`config.mk`:
```
export PLATFORM = sky130hd
export DESIGN_NAME = hazard_controller_flat
export DESIGN_NICKNAME = d
export VERILOG_FILES = /design/src/rtl/hazard_controller_if.sv /design/src/rtl/hazard_controller.sv /design/src/flat_wrapper.sv
export SDC_FILE = /design/constraint.sdc
export NUM_CORES = 1
export LEC_CHECK = 0
export BUFFER_PORTS_ARGS = -buffer_cell sky130_fd_sc_hd__buf_2
export CELL_PAD_IN_SITES_DETAIL_PLACEMENT = 0
export CELL_PAD_IN_SITES_GLOBAL_PLACEMENT = 1
export CORE_MARGIN = 3
export CORE_UTILIZATION = 35
export DETAILED_ROUTE_END_ITERATION = 7
export PLACE_DENSITY_LB_ADDON = 0.3
export SYNTH_ARGS = -nofsm -noshare
export SYNTH_HDL_FRONTEND = slang
export SYNTH_SLANG_ARGS = --single-unit
```
`constraint.sdc`:
```
create_clock -name clk -period 3 [get_ports clk]
set_input_delay 0.15 -clock clk [delete_from_list [all_inputs] [get_ports clk]]
set_output_delay 0.15 -clock clk [all_outputs]
set_load 0.1 [all_outputs]
```
`src/rtl/hazard_controller_if.sv`:
```
// Hazard controller bundle.
// Groups the pipeline hazard inputs (ID source registers, EX load/branch
// status, MEM data-memory handshake) with the per-stage enables/flushes,
// the error flag, FSM state and performance counters driven back.
//   master : pipeline side, drives hazard inputs, observes controls
//   slave  : hazard_controller side
interface hazard_controller_if #(
    parameter int CNT_W = 16
);
    logic [4:0]       rs1_id;
    logic [4:0]       rs2_id;
    logic             rs1_used_id;
    logic             rs2_used_id;
    logic [4:0]       RD_ex;
    logic             DMRd_ex;
    logic             br_taken_ex;
    logic             dm_req_me;
    logic             dm_ready;

    logic             pc_en;
    logic             ifid_en;
    logic             ifid_flush;
    logic             idex_en;
    logic             idex_flush;
    logic             exme_en;
    logic             mewb_flush;
    logic             mem_err;
    logic [1:0]       state_o;
    logic [CNT_W-1:0] stall_cnt;
    logic [CNT_W-1:0] flush_cnt;

    modport master (
        output rs1_id, rs2_id, rs1_used_id, rs2_used_id, RD_ex, DMRd_ex,
               br_taken_ex, dm_req_me, dm_ready,
        input  pc_en, ifid_en, ifid_flush, idex_en, idex_flush, exme_en,
               mewb_flush, mem_err, state_o, stall_cnt, flush_cnt
    );

    modport slave (
        input  rs1_id, rs2_id, rs1_used_id, rs2_used_id, RD_ex, DMRd_ex,
               br_taken_ex, dm_req_me, dm_ready,
        output pc_en, ifid_en, ifid_flush, idex_en, idex_flush, exme_en,
               mewb_flush, mem_err, state_o, stall_cnt, flush_cnt
    );
endinterface

```
`src/rtl/hazard_controller.sv`:
```
// Pipeline sequencing controller for the 5-stage RISC-V core.
// Resolves the hazards the EX forwarding unit cannot: load-use (one bubble),
// taken branch/jump (squash IF/ID and ID/EX) and data-memory wait states
// (freeze PC..EX/MEM, bubble into MEM/WB) with a timeout into a sticky ERROR.
// Ports:
//   clk   : core clock
//   rst_n : synchronous active-low reset
//   hif   : hazard_controller_if.slave (hazard inputs, stage controls,
//           mem_err, state_o, stall_cnt, flush_cnt)
//
// state    | meaning
// ---------+------------------------------------------------------------
// RUN      | normal flow; load-use / branch / new memory stall handled
// MEM_WAIT | data memory busy; pipeline frozen until dm_ready or timeout
// ERROR    | memory timeout; pipeline frozen, mem_err set until reset
module hazard_controller #(
    parameter int MEM_TIMEOUT = 16,
    parameter int CNT_W       = 16
) (
    input  logic                clk,
    input  logic                rst_n,
    hazard_controller_if.slave  hif
);
    typedef enum logic [1:0] {
        ST_RUN      = 2'b00,
        ST_MEM_WAIT = 2'b01,
        ST_ERROR    = 2'b10
    } state_t;

    localparam logic [7:0] TIMEOUT_V = 8'(MEM_TIMEOUT);

    state_t           state_q, state_n;
    logic [7:0]       wcnt_q, wcnt_n;
    logic             mem_err_q;
    logic [CNT_W-1:0] stall_q, flush_q;

    logic load_use, mem_stall, freeze;
    logic pc_en, ifid_en, ifid_flush, idex_en, idex_flush, exme_en, mewb_flush;

    // x0 as destination never creates a dependency.
    assign load_use = hif.DMRd_ex && (hif.RD_ex != 5'd0) &&
                      ((hif.rs1_used_id && (hif.rs1_id == hif.RD_ex)) ||
                       (hif.rs2_used_id && (hif.rs2_id == hif.RD_ex)));
    assign mem_stall = hif.dm_req_me && !hif.dm_ready;

    always_ff @(posedge clk) begin
        if (!rst_n) begin
            state_q   <= ST_RUN;
            wcnt_q    <= 8'd0;
            mem_err_q <= 1'b0;
            stall_q   <= '0;
            flush_q   <= '0;
        end else begin
            state_q   <= state_n;
            wcnt_q    <= wcnt_n;
            mem_err_q <= mem_err_q || (state_n == ST_ERROR);
            if (!pc_en && (stall_q != {CNT_W{1'b1}}))
                stall_q <= stall_q + CNT_W'(1);
            if (ifid_flush && (flush_q != {CNT_W{1'b1}}))
                flush_q <= flush_q + CNT_W'(1);
        end
    end

    always_comb begin
        state_n    = state_q;
        wcnt_n     = wcnt_q;
        freeze     = 1'b0;
        pc_en      = 1'b1;
        ifid_en    = 1'b1;
        ifid_flush = 1'b0;
        idex_en    = 1'b1;
        idex_flush = 1'b0;
        exme_en    = 1'b1;
        mewb_flush = 1'b0;

        case (state_q)
            ST_RUN: begin
                if (mem_stall) begin
                    // The detecting cycle already counts as the first wait cycle.
                    freeze = 1'b1;
                    wcnt_n = 8'd1;
                    state_n = (TIMEOUT_V == 8'd1) ? ST_ERROR : ST_MEM_WAIT;
                end else if (hif.br_taken_ex) begin
                    // The ID instruction is squashed, so any load-use is moot.
                    ifid_flush = 1'b1;
                    idex_flush = 1'b1;
                end else if (load_use) begin
                    pc_en      = 1'b0;
                    ifid_en    = 1'b0;
                    idex_flush = 1'b1;
                end
            end
            ST_MEM_WAIT: begin
                if (hif.dm_ready) begin
                    // Access completes: pipeline advances this very cycle.
                    state_n = ST_RUN;
                    wcnt_n  = 8'd0;
                end else begin
                    freeze = 1'b1;
                    wcnt_n = wcnt_q + 8'd1;
                    if (wcnt_n >= TIMEOUT_V)
                        state_n = ST_ERROR;
                end
            end
            ST_ERROR: begin
                freeze = 1'b1;
            end
            default: begin
                state_n = ST_RUN;
                wcnt_n  = 8'd0;
            end
        endcase

        if (freeze) begin
            pc_en      = 1'b0;
            ifid_en    = 1'b0;
            ifid_flush = 1'b0;
            idex_en    = 1'b0;
            idex_flush = 1'b0;
            exme_en    = 1'b0;
            mewb_flush = 1'b1;
        end
    end

    assign hif.pc_en      = pc_en;
    assign hif.ifid_en    = ifid_en;
    assign hif.ifid_flush = ifid_flush;
    assign hif.idex_en    = idex_en;
    assign hif.idex_flush = idex_flush;
    assign hif.exme_en    = exme_en;
    assign hif.mewb_flush = mewb_flush;
    assign hif.mem_err    = mem_err_q;
    assign hif.state_o    = state_q;
    assign hif.stall_cnt  = stall_q;
    assign hif.flush_cnt  = flush_q;
endmodule

```
`src/flat_wrapper.sv`:
```
// flat-port wrapper written by rule: the top's interface ports become plain ports
module hazard_controller_flat 
#(
    parameter int MEM_TIMEOUT = 16,
    parameter int CNT_W       = 16
)
  (clk, rst_n, hif_rs1_id, hif_rs2_id, hif_rs1_used_id, hif_rs2_used_id, hif_RD_ex, hif_DMRd_ex, hif_br_taken_ex, hif_dm_req_me, hif_dm_ready, hif_pc_en, hif_ifid_en, hif_ifid_flush, hif_idex_en, hif_idex_flush, hif_exme_en, hif_mewb_flush, hif_mem_err, hif_state_o, hif_stall_cnt, hif_flush_cnt);
  hazard_controller_if #(.CNT_W(CNT_W)) hif_i ();
  input  logic clk;
  input  logic rst_n;
  input wire logic [$bits(hif_i.rs1_id)-1:0] hif_rs1_id;
  input wire logic [$bits(hif_i.rs2_id)-1:0] hif_rs2_id;
  input wire logic [$bits(hif_i.rs1_used_id)-1:0] hif_rs1_used_id;
  input wire logic [$bits(hif_i.rs2_used_id)-1:0] hif_rs2_used_id;
  input wire logic [$bits(hif_i.RD_ex)-1:0] hif_RD_ex;
  input wire logic [$bits(hif_i.DMRd_ex)-1:0] hif_DMRd_ex;
  input wire logic [$bits(hif_i.br_taken_ex)-1:0] hif_br_taken_ex;
  input wire logic [$bits(hif_i.dm_req_me)-1:0] hif_dm_req_me;
  input wire logic [$bits(hif_i.dm_ready)-1:0] hif_dm_ready;
  output wire logic [$bits(hif_i.pc_en)-1:0] hif_pc_en;
  output wire logic [$bits(hif_i.ifid_en)-1:0] hif_ifid_en;
  output wire logic [$bits(hif_i.ifid_flush)-1:0] hif_ifid_flush;
  output wire logic [$bits(hif_i.idex_en)-1:0] hif_idex_en;
  output wire logic [$bits(hif_i.idex_flush)-1:0] hif_idex_flush;
  output wire logic [$bits(hif_i.exme_en)-1:0] hif_exme_en;
  output wire logic [$bits(hif_i.mewb_flush)-1:0] hif_mewb_flush;
  output wire logic [$bits(hif_i.mem_err)-1:0] hif_mem_err;
  output wire logic [$bits(hif_i.state_o)-1:0] hif_state_o;
  output wire logic [$bits(hif_i.stall_cnt)-1:0] hif_stall_cnt;
  output wire logic [$bits(hif_i.flush_cnt)-1:0] hif_flush_cnt;
  assign hif_i.rs1_id = hif_rs1_id;
  assign hif_i.rs2_id = hif_rs2_id;
  assign hif_i.rs1_used_id = hif_rs1_used_id;
  assign hif_i.rs2_used_id = hif_rs2_used_id;
  assign hif_i.RD_ex = hif_RD_ex;
  assign hif_i.DMRd_ex = hif_DMRd_ex;
  assign hif_i.br_taken_ex = hif_br_taken_ex;
  assign hif_i.dm_req_me = hif_dm_req_me;
  assign hif_i.dm_ready = hif_dm_ready;
  assign hif_pc_en = hif_i.pc_en;
  assign hif_ifid_en = hif_i.ifid_en;
  assign hif_ifid_flush = hif_i.ifid_flush;
  assign hif_idex_en = hif_i.idex_en;
  assign hif_idex_flush = hif_i.idex_flush;
  assign hif_exme_en = hif_i.exme_en;
  assign hif_mewb_flush = hif_i.mewb_flush;
  assign hif_mem_err = hif_i.mem_err;
  assign hif_state_o = hif_i.state_o;
  assign hif_stall_cnt = hif_i.stall_cnt;
  assign hif_flush_cnt = hif_i.flush_cnt;
  hazard_controller #(.MEM_TIMEOUT(MEM_TIMEOUT), .CNT_W(CNT_W)) u_core (.clk(clk), .rst_n(rst_n), .hif(hif_i));
endmodule
```
==> impl_metrics.csv <==
group,metric,value,unit
synth,edff_count_synth,0,
global_routing,first_global_vias,1883,
place,place_worst_setup_slack,0.682,ns
route,drtIter0Drc,79,
critical_path,worst-path-max-fanout,9,
clock_network,root_buffer,"sky130_fd_sc_hd__clkbuf_8",
synth,synth_area,2220,µm²
power,peak_ir_drop_on_the_vdd_network,0.274,mV
clock_network,total_cts_buffers,5,
status,run_status,"complete, no violations",
final_layout,stdcell_area,2700,µm²
power,fin_total_pwr,0.00114,W
synth,synthesis.nets,301,
floorplanning,placementRows,28,
place,dpl-instance-area,2610,µm²
floorplanning,core-area,6030,µm²
route,route.detailed.drc,0,
synth,avgSynthCellArea,8.09,µm²
critical_path,cp-start-kind,"flip-flop",
sta,final_min_period_over_clock_period,0.786,
sta,tns,0,ns
clock_network,cts.reportedPaths.clkPinSlew,0.09,ns
global_routing,global_route_wire_length_before_repair,8.89,mm
place,numPortBuffers,64,
min_path,hp-class,"primary input to flip-flop",
critical_path,worst-setup-path-type,"flip-flop to flip-flop",
critical_path,timing.critical_path.arrival,2.61,ns
sta,report.final.setup_viol,0,
sta,timing_worst_slew_pin_value,0.643,ns
sta,finalCriticalPeriod,2.36,ns
global_routing,number_of_antenna_violations_at_the_first_check_in_global_routing,0,
critical_path,endpoint_kind,"flip-flop",
route,wirelength_met1,2.69,mm
place,place_congestion,0.763,
sta,fmax,424,MHz
clock_network,tritoncts,"done",
sta,finalHoldWorstSlack,0.155,ns
route,finalWirelength,5.47,mm
clock_network,numClockSinks,43,
synth,synthesis_stage_register_bit_count,43,
synth,ys.flop_type,"sky130_fd_sc_hd__dfxtp_1",
route,drt-vias-per-instance,5.09,
synth,synth_sequential_area_ratio,0.387,
synth,yosysUniqueCellTypes,45,
sta,finalHoldViolations,0,
floorplanning,die_h,85.7,µm
route,top_layer_used,"met4",
global_routing,grt.overflow.total,0,
synth,async_reset_ff_frac,0,
route,wl_per_cell,13.2,µm
final_layout,layout.filler_cells,635,
final_layout,fraction_of_final_layout_cells_sized_beyond_drive_strength_1,0.248,
sta,worst_case_clock_skew,0.00504,ns
flow_run,cap_violations,0,
route,detail-route-antenna-nets,0,
global_routing,grt_start_max_net_pins,25,
clock_network,setup_bufs_post_cts,0,
sta,final.setup.worst_slack,0.641,ns
route,dr_wl_met3,348,µm
power,power_density,425,nW/µm²
floorplanning,die_area,7340,µm²
floorplanning,initial_core_util,0.369,
place,final_hpwl_from_detailed_placement,4.04,mm
floorplanning,die_w,85.7,µm
clock_network,htree_levels,2,
critical_path,worst_ep_required_time,3.25,ns
final_layout,number_of_diodes,0,
global_routing,overall_track_demand_over_capacity_in_global_routing,0.149,
power,p_leak,1.06,nW
sta,report.final.slew_viol_count,0,
route,met2_wirelength,2.38,mm
final_layout,finish.net_count,364,
clock_network,max-clock-path-buffers,2,
route,via_count,2106,
floorplanning,pin_count,65,
route,drtPass1Iterations,4,
clock_network,cts-resized-gates,0,
synth,synth-warning-count,0,
clock_network,worst_skew_pair.late_latency,0.30,ns
synth,synthesis.instances,275,
clock_network,cts_hold_buffers,0,
final_layout,syn_to_final_growth,21.2,%
sta,maxSlewHeadroom,0.571,
sta,unrepaired_setup_endpoints_after_global_routing,"false",
## critical path, cell delays in order, from the launching register on
cell and delay (ns):
sky130_fd_sc_hd__dfxtp_2 0.36, sky130_fd_sc_hd__a211oi_2 0.33, sky130_fd_sc_hd__nor3b_2 0.25, sky130_fd_sc_hd__a21oi_2 0.14, sky130_fd_sc_hd__buf_4 0.20, sky130_fd_sc_hd__or4_4 0.53
sky130_fd_sc_hd__or4_1 0.42, sky130_fd_sc_hd__nand2_1 0.08
## metrics by stage
stage / std cells / utilization
5_1_grt: 414 / 0.447
2_1_floorplan: 275 / -
3_5_place_dp: 406 / 0.433
6_report: 414 / 0.447
4_1_cts: 414 / 0.447
3_3_place_gp: 406 / 0.433
## state kept, by name, indices dropped and copies added (netlist names)
name,cells
u_core.wcnt_q,8
u_core.hif.flush_cnt,16
u_core.hif.mem_err,1
u_core.hif.state_o,2
u_core.hif.stall_cnt,16
## kinds of logic (layout without fill, tap and decap cells)
logic type	count (synthesis)	after routing	synth area share
and+or+nand+nor	130	130	0.306
AOI/OAI and AO/OA	51	51	0.136
DFF	43	43	0.387
xor gates and xnor gates	29	29	0.114
buffers and inverters	18	82	0.0349
adders and majority gates	3	3	0.0169
muxes	1	1	0.00506
## layout by cell type (no fill, tap or decap), types with 2 or more instances in the layout
cell type,instances
sky130_fd_sc_hd__a21oi_1,19
sky130_fd_sc_hd__a31o_2,2
sky130_fd_sc_hd__a31oi_1,2
sky130_fd_sc_hd__and2_1,5
sky130_fd_sc_hd__and3_1,8
sky130_fd_sc_hd__and4_1,3
sky130_fd_sc_hd__buf_2,64
sky130_fd_sc_hd__buf_4,2
sky130_fd_sc_hd__clkbuf_8,5
sky130_fd_sc_hd__dfxtp_1,41
sky130_fd_sc_hd__dfxtp_2,2
sky130_fd_sc_hd__ha_1,3
sky130_fd_sc_hd__inv_1,8
sky130_fd_sc_hd__nand2_1,23
sky130_fd_sc_hd__nand3_1,16
sky130_fd_sc_hd__nand3b_1,3
sky130_fd_sc_hd__nand4_1,7
sky130_fd_sc_hd__nor2_1,34
sky130_fd_sc_hd__nor3_1,6
sky130_fd_sc_hd__nor4_1,6
sky130_fd_sc_hd__o21a_1,2
sky130_fd_sc_hd__o21ai_0,15
sky130_fd_sc_hd__or3_1,7
sky130_fd_sc_hd__or4_1,3
sky130_fd_sc_hd__xnor2_1,26
sky130_fd_sc_hd__xor2_1,3
## final cells by class
| class | count | area [µm²] | share of cell area |
|---|---|---|---|
| clock buffers | 6 | 72.6 | 0.0269 |
| flip-flops and latches | 43 | 863 | 0.320 |
| clock inverters | 2 | 12.5 | 0.00464 |
| inverters | 8 | 30.0 | 0.0111 |
| repair buffers | 66 | 335 | 0.124 |
| multi-input cells | 214 | 1290 | 0.478 |
| well taps | 75 | 93.8 | 0.0348 |
## metal layers
layer  vias up  global-route usage
met5         -                   0
li1       1105                   -
met1       943               0.200
met4         0              0.0432
met2        53               0.230
met3         5              0.0480
## cells in the mapped netlist (2+ instances only)
cell type / instances / area share
sky130_fd_sc_hd__dfxtp_1: 43 / 0.39
sky130_fd_sc_hd__nor2_1: 34 / 0.057
sky130_fd_sc_hd__xnor2_1: 26 / 0.10
sky130_fd_sc_hd__nand2_1: 24 / 0.041
sky130_fd_sc_hd__a21oi_1: 19 / 0.043
sky130_fd_sc_hd__nand3_1: 16 / 0.036
sky130_fd_sc_hd__o21ai_0: 15 / 0.034
sky130_fd_sc_hd__and3_1: 8 / 0.023
sky130_fd_sc_hd__inv_1: 8 / 0.014
sky130_fd_sc_hd__nand4_1: 7 / 0.020
sky130_fd_sc_hd__or3_1: 7 / 0.020
sky130_fd_sc_hd__clkbuf_1: 6 / 0.010
sky130_fd_sc_hd__nor3_1: 6 / 0.014
sky130_fd_sc_hd__nor4_1: 6 / 0.017
sky130_fd_sc_hd__and2_1: 5 / 0.014
sky130_fd_sc_hd__and4_1: 3 / 0.012
sky130_fd_sc_hd__ha_1: 3 / 0.017
sky130_fd_sc_hd__nand3b_1: 3 / 0.010
sky130_fd_sc_hd__or4_1: 3 / 0.010
sky130_fd_sc_hd__xor2_1: 3 / 0.012
sky130_fd_sc_hd__a31o_2: 2 / 0.0079
sky130_fd_sc_hd__a31oi_1: 2 / 0.0056
sky130_fd_sc_hd__buf_2: 2 / 0.0045
sky130_fd_sc_hd__buf_4: 2 / 0.0068
sky130_fd_sc_hd__o21a_1: 2 / 0.0068
## power by group
part / total [W] / internal [W] / switching (W)
registers: 0.000586 / 0.000577 / 0.00000913
logic: 0.000193 / 0.0000470 / 0.000146
clock network: 0.000365 / 0.000163 / 0.000202
## final timing paths
kind	start	to	slack (ns)	cells past startpoint
min	rst_n	u_core.hif.stall_cnt[7]$_SDFFE_PN0P_	0.15	3
max	u_core.hif.state_o[0]$_SDFF_PN0_	u_core.hif.stall_cnt[9]$_SDFFE_PN0P_	0.64	7
min reg2reg	u_core.wcnt_q[3]$_SDFFE_PN0P_	u_core.wcnt_q[3]$_SDFFE_PN0P_	0.48	2
max reg2reg	u_core.hif.state_o[0]$_SDFF_PN0_	u_core.hif.stall_cnt[9]$_SDFFE_PN0P_	0.64	7
(Power assumes the default switching activity.)
